==> config.mk <==
export PLATFORM = sky130hd
export DESIGN_NAME = extend
export DESIGN_NICKNAME = d
export VERILOG_FILES = /design/src/rtl/extend.sv
export SDC_FILE = /design/constraint.sdc
export NUM_CORES = 1
export LEC_CHECK = 0
export ABC_AREA = 0
export CORE_ASPECT_RATIO = 1.4
export CORE_MARGIN = 2
export CORE_UTILIZATION = 28
export DETAILED_ROUTE_END_ITERATION = 10
export PLACE_DENSITY = 0.86
export SETUP_SLACK_MARGIN = 0.3
export SYNTH_ARGS = -nofsm -noshare
export SYNTH_HDL_FRONTEND = slang
export SYNTH_SLANG_ARGS = --single-unit
==> constraint.sdc <==
create_clock -name clk -period 1 [get_ports clk]
set_clock_uncertainty 0.2 [all_clocks]
set_input_delay 0.1 -clock clk [delete_from_list [all_inputs] [get_ports clk]]
set_output_delay 0.1 -clock clk [all_outputs]
set_load 0.1 [all_outputs]
==> src/rtl/extend.sv <==
// extend: immediate generator for the LumosRV RV32I datapath.
// Sign-extends the immediate field of an instruction word in the format
// chosen by the control unit, and also provides a registered copy for
// pipelined datapaths.
//
// Ports:
//   ImmExt  (out, 32) combinational sign-extended immediate
//   ImmSrc  (in,   2) format select: 00 = I, 01 = S, 10 = B, 11 = J
//   Instr   (in,  32) current instruction word
//   clk     (in,   1) rising-edge clock, used only by ImmExtQ
//   reset   (in,   1) asynchronous active-high reset, clears ImmExtQ
//   ImmExtQ (out, 32) ImmExt registered on clk
module extend (
  output logic [31:0] ImmExt,
  input  logic [1:0]  ImmSrc,
  input  logic [31:0] Instr,
  input  logic        clk,
  input  logic        reset,
  output logic [31:0] ImmExtQ
);

  localparam int unsigned XLEN = 32;

  typedef enum logic [1:0] {
    IMM_I = 2'b00,
    IMM_S = 2'b01,
    IMM_B = 2'b10,
    IMM_J = 2'b11
  } immFmt_t;

  immFmt_t fmt;
  assign fmt = immFmt_t'(ImmSrc);

  // The opcode field never carries immediate bits; only the select decides
  // the format, so these bits are deliberately ignored.
  logic unusedOpcode;
  assign unusedOpcode = ^Instr[6:0];

  // Format mux; J is the default arm so an unknown select cannot yield X.
  always_comb begin
    ImmExt = '0;
    case (fmt)
      IMM_I:   ImmExt = {{20{Instr[31]}}, Instr[31:20]};
      IMM_S:   ImmExt = {{20{Instr[31]}}, Instr[31:25], Instr[11:7]};
      IMM_B:   ImmExt = {{20{Instr[31]}}, Instr[7], Instr[30:25], Instr[11:8], 1'b0};
      default: ImmExt = {{12{Instr[31]}}, Instr[19:12], Instr[20], Instr[30:21], 1'b0};
    endcase
  end

  // Pipeline copy of the immediate; clears as soon as reset rises.
  always_ff @(posedge clk or posedge reset) begin
    if (reset) ImmExtQ <= XLEN'(0);
    else       ImmExtQ <= ImmExt;
  end

endmodule

==> flow_summary.json, run 1 <==
{
  "ys_types": 11,
  "portBuffers": 92,
  "io_pins": 100,
  "place_congestion": 0.641,
  "error_line": "[ERROR DPL-0033] detailed placement checks failed during check placement.",
  "yosys_warnings": 0,
  "synth_cells": 72,
  "synth_fp_nets": 108,
  "syn_avg_cell_area_um2": 13.0,
  "syn_area_um2": 935,
  "die_h_um": 72.4,
  "outcome": "aborted with a tool error",
  "start_util_pct": 29.6,
  "num_rows": 24,
  "hpwl_um": 2910,
  "synth_top_area_share_pct": 56.2,
  "synth_area_leaders": "dfrtp_1 (56%), buf_4 (24%), a31o_1 (7.5%)",
  "root_buffer": "clkbuf_8",
  "die_w_um": 52.8,
  "yosysTopAreaCell": "dfrtp_1",
  "cts.sinks": 21,
  "yosys_register_bits": 21,
  "post-place-ws_ns": -0.791,
  "postCtsResizedCells": 95,
  "ys_seq_area_share_pct": 56.2,
  "cts_buffers": 3,
  "htree_num_levels": 1,
  "cts_setup_buffers": 12,
  "clockBufferDepth": 2,
  "haltStage": "4_1_cts"
}
-- synthesized netlist by cell type --
cell and count:
buf_4 30, dfrtp_1 21, a31o_1 8, mux2_1 4
mux2i_1 2, nor2_1 2, a21boi_2 1, a21oi_1 1
buf_2 1, inv_1 1, xnor2_2 1
-- per-stage QoR --
step	cells	hold slack, ns	util, %	instance area (um2)	TNS [ns]
detailed placement	182	0.246	81.3	2560	-26.63
global placement	182	0.237	81.3	2560	-25.42
floorplan	72	-0.123	-	1110	-9.08
-- cell families after synthesis --
logic type,share of synthesized area (%)
buffers and inverters,25.0
flip-flops,56.2
multiplexers,6.96
AO/OA/AOI/OAI,9.24
AND/OR/NAND/NOR,0.804
XOR/XNOR,1.74
==> run 2: changes to the inputs <==
- CORE_AREA: not set -> 2 2 63 65
- CORE_ASPECT_RATIO: 1.4 -> not set
- CORE_MARGIN: 2 -> not set
- CORE_UTILIZATION: 28 -> not set
- DIE_AREA: not set -> 0 0 65 67
- PLACE_DENSITY: 0.86 -> not set
- PLACE_DENSITY_LB_ADDON: not set -> 0.15
- SETUP_SLACK_MARGIN: 0.3 -> not set
==> run 2 against run 1 <==
The flow now finishes, with violations (hold timing, setup timing). Synthesized cell count is the same. Area after synthesis is the same.
==> flow_summary.json, run 2 <==
{
  "final_common_cell": "buf_12",
  "io_pins": 100,
  "maxCapViolCount": 0,
  "synth_area_leaders": "dfrtp_1 (56%), buf_4 (24%), a31o_1 (7.5%)",
  "largest_reg_flops": 21,
  "die_w_um": 65,
  "end_kind": "output port",
  "nNetsFinal": 193,
  "dp_cells": 189,
  "routed_wl_um": 3300,
  "top_regs": "ImmExtQ (21)",
  "htree_num_levels": 1,
  "cts.sinks": 21,
  "synth_common_cells": "buf_4 (30), dfrtp_1 (21), a31o_1 (8)",
  "worst_path_largest_cell_delay_ns": 0.50,
  "path_clk_slew_ns": 0.07,
  "vdd_drop_max_mv": 0.691,
  "crit_buf_inv": 2,
  "crit_fanout": 8,
  "required_ns": 0.70,
  "synthArstFlopShare_pct": 100,
  "layout_common_cells": "buf_12 (70), dfrtp_2 (19), dlygate4sd2_1 (15)",
  "cp.arrival_ns": 1.09,
  "routed-via-count": 840,
  "violations": "hold timing, setup timing",
  "clockBufferDepth": 2,
  "wire_per_inst_um": 16.1,
  "largest-register": "ImmExtQ",
  "grt_pass1_vias": 904,
  "drtPass1Iterations": 3,
  "start_util_pct": 25.9,
  "yosysTopAreaCell": "dfrtp_1",
  "multi_input_area_um2": 317,
  "whs_path_depth": 1,
  "die_h_um": 67,
  "finish.instance_area_mm2": 0.00281,
  "hold_violations": 23,
  "synth_fp_nets": 108,
  "period_share_pct": 139,
  "synth_cells": 72,
  "slew-limit-headroom_pct": 84.3,
  "outcome": "finished, violations left",
  "ys_types": 11,
  "fillers": 206,
  "drt-vias-per-instance": 4.10,
  "yosys_register_bits": 21,
  "cp_cell_sequence": "buf_12, buf_12",
  "hold_path.class": "input port to flip-flop",
  "dieArea_mm2": 0.00436,
  "num_rows": 22,
  "syn_avg_cell_area_um2": 13.0,
  "yosys_warnings": 0,
  "place_area_mm2": 0.00251,
  "ff_latch_area_um2": 553,
  "synth_ff_type": "dfrtp_1",
  "grt_pass1_wl_um": 5110,
  "synth_edf_count": 0,
  "critPathSlowestCell": "dfrtp_4",
  "worstSetupStartpoint": "ImmExtQ[20]$_DFF_PP0_",
  "syn_area_um2": 935,
  "p_leak_nw": 1.25,
  "place_congestion": 0.692,
  "p_per_area_mw_per_mm2": 1450,
  "power_mw": 4.07,
  "cts_tree": "done",
  "drive_above_1_share_pct": 80.8,
  "root_buffer": "clkbuf_8",
  "ant_nets": 0,
  "start_kind": "flip-flop",
  "ys_seq_area_share_pct": 56.2,
  "whs_ns": -0.0479,
  "setup_viol": 48,
  "synth_top_area_share_pct": 56.2,
  "grt_max_degree": 22,
  "max_freq_mhz": 717,
  "portBuffers": 92,
  "cp.depth": 2,
  "worstSetupPathType": "flip-flop to output port",
  "min_from": "Instr[30]",
  "period_needed_ns": 1.39,
  "worst_slack_ns": -0.394,
  "cp_top_family": "flip-flops",
  "crit_top_cell": "buf_12",
  "rsz0062_at_grt": "yes",
  "antenna_found_initial": 2,
  "core_mm2": 0.00361,
  "drc": 0,
  "grt_usage_pct": 16.3,
  "area_growth_pct": 201,
  "final_cell_count_no_fill": 205,
  "cts_buffers": 3,
  "yosys.cell_count.top_type": "buf_4",
  "overflow": 0,
  "hpwl_um": 2500,
  "drv_slew": 0,
  "first_iter_violations": 5,
  "tightest_slew_ns": 0.236
}
## run 2: cell counts after synthesis
No cell type changed its count.
## run 2: path summary, 6_finish.rpt
check	endpoint	slack (ns)
worst max-delay path	ImmExtQ[28]	-0.39
worst min-delay path	ImmExtQ[10]$_DFF_PP0_	-0.05
max in group asynchronous	ImmExtQ[20]$_DFF_PP0_	0.48
min in group asynchronous	ImmExtQ[19]$_DFF_PP0_	-0.02
## run 2: power breakdown
group	switching [mW]	internal, mW
Clock	0.271	0.277
Combinational	1.60	0.951
Sequential	0.0537	0.923
Total	1.92	2.15
## run 2: kinds of logic after synthesis
| logic type | count (synthesis) | synth area share [%] |
|---|---|---|
| AOI/OAI and AO/OA | 10 | 9.24 |
| buffers and inverters | 32 | 25.0 |
| xor gates and xnor gates | 1 | 1.74 |
| muxes | 6 | 6.96 |
| and+or+nand+nor | 2 | 0.804 |
| DFF | 21 | 56.2 |
## run 2: what timing repair did
| action | 4_1_cts | 5_1_grt |
|---|---|---|
| endpoints found under the setup margin | 78 | 48 |
| gates resized for setup | 53 | 8 |
| setup buffers | 6 | 4 |
| hold buffers | 4 | 1 |
| hold endpoints to repair | 26 | 24 |
| pin swaps | 10 | 9 |
| gates cloned | 1 | 0 |
## run 2: cell type report
| cell class | count | share of cell area [%] |
|---|---|---|
| diodes | 1 | 0.0891 |
| well taps | 48 | 2.14 |
| repair buffers | 111 | 65.0 |
| flip-flops and latches | 21 | 19.7 |
| multi-input cells | 19 | 11.3 |
| clock buffers | 3 | 1.47 |
| clock inverters | 1 | 0.178 |
| inverters | 1 | 0.134 |
## run 2: metrics by stage
step                      worst slack [ns]  util (%)  setup TNS (ns)
final                               -0.394      77.9          -10.48
after global routing                -0.426      77.9          -11.65
after CTS                           -0.390      77.1          -10.62
after detailed placement            -0.778      69.7          -26.27
after global placement              -0.760      69.7          -25.63
after floorplan                     -0.338         -           -9.08
## run 2: layer usage
layer  GRT usage [%]  share of wire, %  vias up
met2            29.6                55       46
met1            16.9                33      406
met4            7.98               2.0        2
met3            5.07               9.1        6
li1                -                 -      380
met5               0              0.39        -
Power figures use the tool's default switching activity.
==> run 3: changes to the inputs <==
- SKIP_CTS_REPAIR_TIMING: not set -> 1
==> run 3 against run 2 <==
The flow still finishes with violations (hold timing, setup timing). Final cell count is the same. Setup slack lost 0.023 ns. Non-clock buffer count grew 1. Die area is the same. Clock-buffer cell count is the same. Worst hold slack lost 0.0074 ns. Flip-flop and latch count is the same. Sequential share of layout area shrank 0.39 points. Cell area grew 2.0%. Utilization grew 1.6 points. Via count shrank 0.95%. Largest power group unchanged.
==> flow_summary.json, run 3 (same netlist as run 2, synthesis figures left out) <==
{
  "outcome": "finished, violations left",
  "violations": "hold timing, setup timing",
  "place_area_mm2": 0.00251,
  "use_met2_pct": 23.2,
  "antenna_found_initial": 0,
  "area_growth_pct": 207,
  "overflow": 0,
  "hold_path.class": "input port to flip-flop",
  "drc": 0,
  "die_w_um": 65,
  "cp.arrival_ns": 1.12,
  "grt_pass1_wl_um": 4410,
  "final_common_cell": "buf_12",
  "finish.instance_area_mm2": 0.00287,
  "diodes": 0,
  "min_from": "Instr[9]",
  "routed_wl_um": 3240,
  "root_buffer": "clkbuf_8",
  "htree_num_levels": 1,
  "hpwl_um": 2500,
  "io_pins": 100,
  "tightest_slew_ns": 0.236,
  "cts_tree": "done",
  "final_cell_count_no_fill": 205,
  "first_iter_violations": 9,
  "start_kind": "flip-flop",
  "grt_usage_pct": 13.9,
  "rsz0062_at_grt": "yes",
  "drive_above_1_share_pct": 79.0,
  "grtUsageMet1_pct": 16.6,
  "hold_violations": 28,
  "place_congestion": 0.692,
  "period_needed_ns": 1.42,
  "num_rows": 22,
  "worstSetupPathType": "flip-flop to output port",
  "top_regs": "ImmExtQ (21)",
  "portBuffers": 92,
  "cts_buffers": 3,
  "finalSetupTns_ns": -10.50,
  "routed-via-count": 832,
  "end_kind": "output port",
  "p_leak_nw": 1.38,
  "maxCapViolCount": 0,
  "cts.sinks": 21,
  "post-place-ws_ns": -0.778,
  "core_mm2": 0.00361,
  "whs_ns": -0.0554,
  "drt-vias-per-instance": 4.06,
  "gr-max-usage-layer": "met2",
  "slew-limit-headroom_pct": 84.3,
  "setup_viol": 46,
  "worst_slack_ns": -0.417,
  "drv_slew": 0,
  "dp_cells": 189,
  "largest_reg_flops": 21,
  "hold-path-endpoint": "ImmExtQ[2]$_DFF_PP0_",
  "ant_nets": 0,
  "die_h_um": 67,
  "vdd_drop_max_mv": 0.766,
  "whs_path_depth": 2,
  "p_per_area_mw_per_mm2": 1420,
  "crit_fanout": 6,
  "path_clk_slew_ns": 0.07,
  "required_ns": 0.70,
  "largest-register": "ImmExtQ",
  "dieArea_mm2": 0.00436,
  "period_share_pct": 142,
  "max_freq_mhz": 706,
  "nNetsFinal": 194,
  "grt_pass1_vias": 788,
  "grt_max_degree": 22,
  "clockBufferDepth": 2,
  "drtPass1Iterations": 2,
  "wire_per_inst_um": 15.8,
  "utilization_pct": 79.5,
  "start_util_pct": 25.9,
  "gr-usage-met3_pct": 3.21,
  "layout_common_cells": "buf_12 (70), dfrtp_2 (19), dlymetal6s2s_1 (17)"
}
## run 3: cell count changes in the layout (fill, tap and decap cells not counted)
cell | before | now
clkbuf_2 | 0 | 1
nor2_1 | 0 | 1
nor2_2 | 1 | 0
dlygate4sd2_1 | 15 | 0
dlygate4sd3_1 | 3 | 5
clkdlybuf4s15_1 | 2 | 0
diode_2 | 1 | 0
buf_6 | 5 | 3
clkbuf_16 | 0 | 1
dlymetal6s2s_1 | 0 | 17
buf_16 | 2 | 1
## run 3: worst max-delay path by stage
stage	start	endpoint	slack, ns
floorplan	ImmSrc[0]	ImmExtQ[11]$_DFF_PP0_	-0.34
global placement	ImmSrc[0]	ImmExt[11]	-0.76
detailed placement	ImmSrc[1]	ImmExt[1]	-0.78
CTS	ImmSrc[1]	ImmExt[1]	-0.78
global route	ImmExtQ[20]$_DFF_PP0_	ImmExtQ[29]	-0.45
finish	ImmExtQ[20]$_DFF_PP0_	ImmExtQ[29]	-0.42
## run 3: worst max-delay path, cell delays in order (launching register included)
cell and delay, ns:
dfrtp_4 0.53, buf_12 0.17, buf_12 0.16
## run 3: final cells by class
cell class | count | area (um2)
clock buffer | 3 | 41.3
timing repair buffer | 112 | 1890
sequential | 21 | 553
multi-input combinational | 19 | 314
tap | 48 | 60.1
clock inverter | 1 | 5.00
fill | 186 | 741
inverter | 1 | 3.75
## run 3: through the flow
| stage | power, mW | hold WS, ns |
|---|---|---|
| 2_1_floorplan | 2.51 | -0.125 |
| 3_3_place_gp | 3.41 | 0.240 |
| 3_5_place_dp | 3.43 | 0.256 |
| 4_1_cts | 3.98 | -0.0190 |
| 5_1_grt | 4.19 | -0.0489 |
| 6_report | 4.06 | -0.0554 |
## run 3: report_power, final
part / switching [mW] / total [mW] / leakage [nW] / internal [mW]
clock network: 0.265 / 0.541 / 0.0255 / 0.277
registers: 0.0568 / 0.980 / 0.227 / 0.923
logic: 1.59 / 2.54 / 1.13 / 0.953
## run 3: per-layer routing
layer  routed length (um)  vias up
li1                     -      383
met1                 1110      403
met2                 1820       44
met3                  271        2
met4                   42        0
met5                    0        -
==> run 4: changes to the inputs <==
- MAX_ROUTING_LAYER: not set -> met4
- SKIP_CTS_REPAIR_TIMING: 1 -> not set
- TNS_END_PERCENT: not set -> 1
==> run 4 against run 3 <==
The flow still finishes with violations (hold timing, setup timing). Sequential power fell by 1%. Power fell by 0.74%. Clock power rose by 3%. Cell area fell by 4.3%. Final cell count rose by 0.49%. Worst hold slack improved by 0.019 ns. Utilization fell by 3.4 points. Die area did not move. Routed wire length rose by 1.5%. Setup slack improved by 0.022 ns. Clock-buffer cell count did not move. Critical endpoint is now ImmExtQ[26]. Highest routed layer unchanged.
==> flow_summary.json, run 4 (same netlist as run 2, synthesis figures left out) <==
{
  "outcome": "finished, violations left",
  "violations": "hold timing, setup timing",
  "top_regs": "ImmExtQ (21)",
  "hold_buffers": 7,
  "portBuffers": 92,
  "worstSetupPathType": "flip-flop to output port",
  "area_growth_pct": 193,
  "nNetsFinal": 195,
  "htree_num_levels": 1,
  "num_rows": 22,
  "grt_usage_pct": 16.2,
  "antenna_found_initial": 0,
  "layout_common_cells": "buf_12 (68), dfrtp_1 (20), dlygate4sd2_1 (13)",
  "setup_viol": 46,
  "cts_buffers": 3,
  "clockBufferDepth": 2,
  "hpwl_um": 2440,
  "drtPass1Iterations": 4,
  "p_leak_nw": 1.27,
  "drc": 0,
  "slew-limit-headroom_pct": 86.0,
  "hold_path.class": "input port to async pin",
  "wire_per_inst_um": 16.0,
  "maxCapViolCount": 0,
  "start_util_pct": 25.9,
  "grt_pass1_vias": 881,
  "whs_ns": -0.0360,
  "gr-usage-met3_pct": 3.38,
  "start_kind": "flip-flop",
  "ant_nets": 0,
  "vdd_drop_max_mv": 0.684,
  "p_per_area_mw_per_mm2": 1470,
  "root_buffer": "clkbuf_8",
  "post-place-ws_ns": -0.819,
  "end_kind": "output port",
  "routed-via-count": 834,
  "drive_above_1_share_pct": 65.8,
  "hold_violations": 20,
  "grt_pass1_wl_um": 4940,
  "overflow": 0,
  "gr-max-usage-layer": "met2",
  "cp.arrival_ns": 1.09,
  "worst_slack_ns": -0.395,
  "final_common_cell": "buf_12",
  "first_iter_violations": 8,
  "period_share_pct": 139,
  "crit_fanout": 12,
  "io_pins": 100,
  "max_freq_mhz": 717,
  "die_w_um": 65,
  "use_met2_pct": 28.1,
  "grtUsageMet1_pct": 18.0,
  "largest-register": "ImmExtQ",
  "dieArea_mm2": 0.00436,
  "required_ns": 0.70,
  "rsz0062_at_grt": "yes",
  "diodes": 0,
  "drt-vias-per-instance": 4.05,
  "routed_wl_um": 3290,
  "cts.sinks": 21,
  "place_congestion": 0.662,
  "path_clk_slew_ns": 0.07,
  "period_needed_ns": 1.39,
  "drv_slew": 0,
  "core_mm2": 0.00361,
  "tightest_slew_ns": 0.205,
  "grt_max_degree": 13,
  "die_h_um": 67,
  "largest_reg_flops": 21,
  "cts_tree": "done"
}
## run 4: changes by cell type in the layout (fill, tap and decap cells not counted), sizes merged
| cell | previous run | this run |
|---|---|---|
| clkbuf | 5 | 3 |
| buf | 80 | 81 |
| dlygate4sd2 | 0 | 13 |
| clkdlybuf4s50 | 8 | 11 |
| dlymetal6s4s | 0 | 2 |
| dlymetal6s2s | 17 | 1 |
## run 4: path summary, 6_finish.rpt
path / from / end / slack, ns / cells past startpoint
setup / recovery: ImmExtQ[20]$_DFF_PP0_ / ImmExtQ[26] / -0.39 / 2
hold / removal: reset / ImmExtQ[6]$_DFF_PP0_ / -0.04 / 3
max in group asynchronous: reset / ImmExtQ[19]$_DFF_PP0_ / 0.10 / 3
min in group clk: Instr[15] / ImmExtQ[15]$_DFF_PP0_ / -0.02 / 2
## run 4: timing repair
item                                    in CTS  in global routing
endpoints found under the hold margin        8                 20
endpoints found under the setup margin      79                 54
pin swaps                                   10                  1
resized for setup                           53                  5
buffers inserted                             4                  0
## run 4: where the power goes
| group | internal [mW] | switching, mW | total [mW] |
|---|---|---|---|
| Sequential | 0.913 | 0.0532 | 0.966 |
| Combinational | 0.922 | 1.59 | 2.51 |
| Clock | 0.278 | 0.281 | 0.559 |
## run 4: per-stage QoR
step / TNS (ns) / total power [mW] / instances / utilization (%) / cell area (um2)
after floorplan: -13.44 / 2.46 / 72 / - / 967
after global placement: -26.41 / 3.37 / 191 / 68.0 / 2450
after detailed placement: -27.58 / 3.39 / 191 / 68.0 / 2450
after CTS: -11.23 / 4.06 / 206 / 75.6 / 2730
after global routing: -12.35 / 4.15 / 206 / 76.0 / 2740
final: -11.16 / 4.03 / 206 / 76.0 / 2740
## run 4: per-layer routing
| layer | vias up | share of wire, % |
|---|---|---|
| met2 | 43 | 56 |
| li1 | 385 | - |
| met5 | - | 0 |
| met3 | 5 | 7.0 |
| met1 | 401 | 35 |
| met4 | 0 | 2.0 |
## run 4: cell type report
cell class	count	area (um2)
sequential	21	529
tap	48	60.1
inverter	1	3.75
clock buffer	3	41.3
fill	204	865
timing repair buffer	113	1810
clock inverter	1	5.00
multi-input combinational	19	294
## run 4: critical path, cell delays in order, from the launching register on
cell,delay [ns]
dfrtp_4,0.48
buf_12,0.17
buf_12,0.17
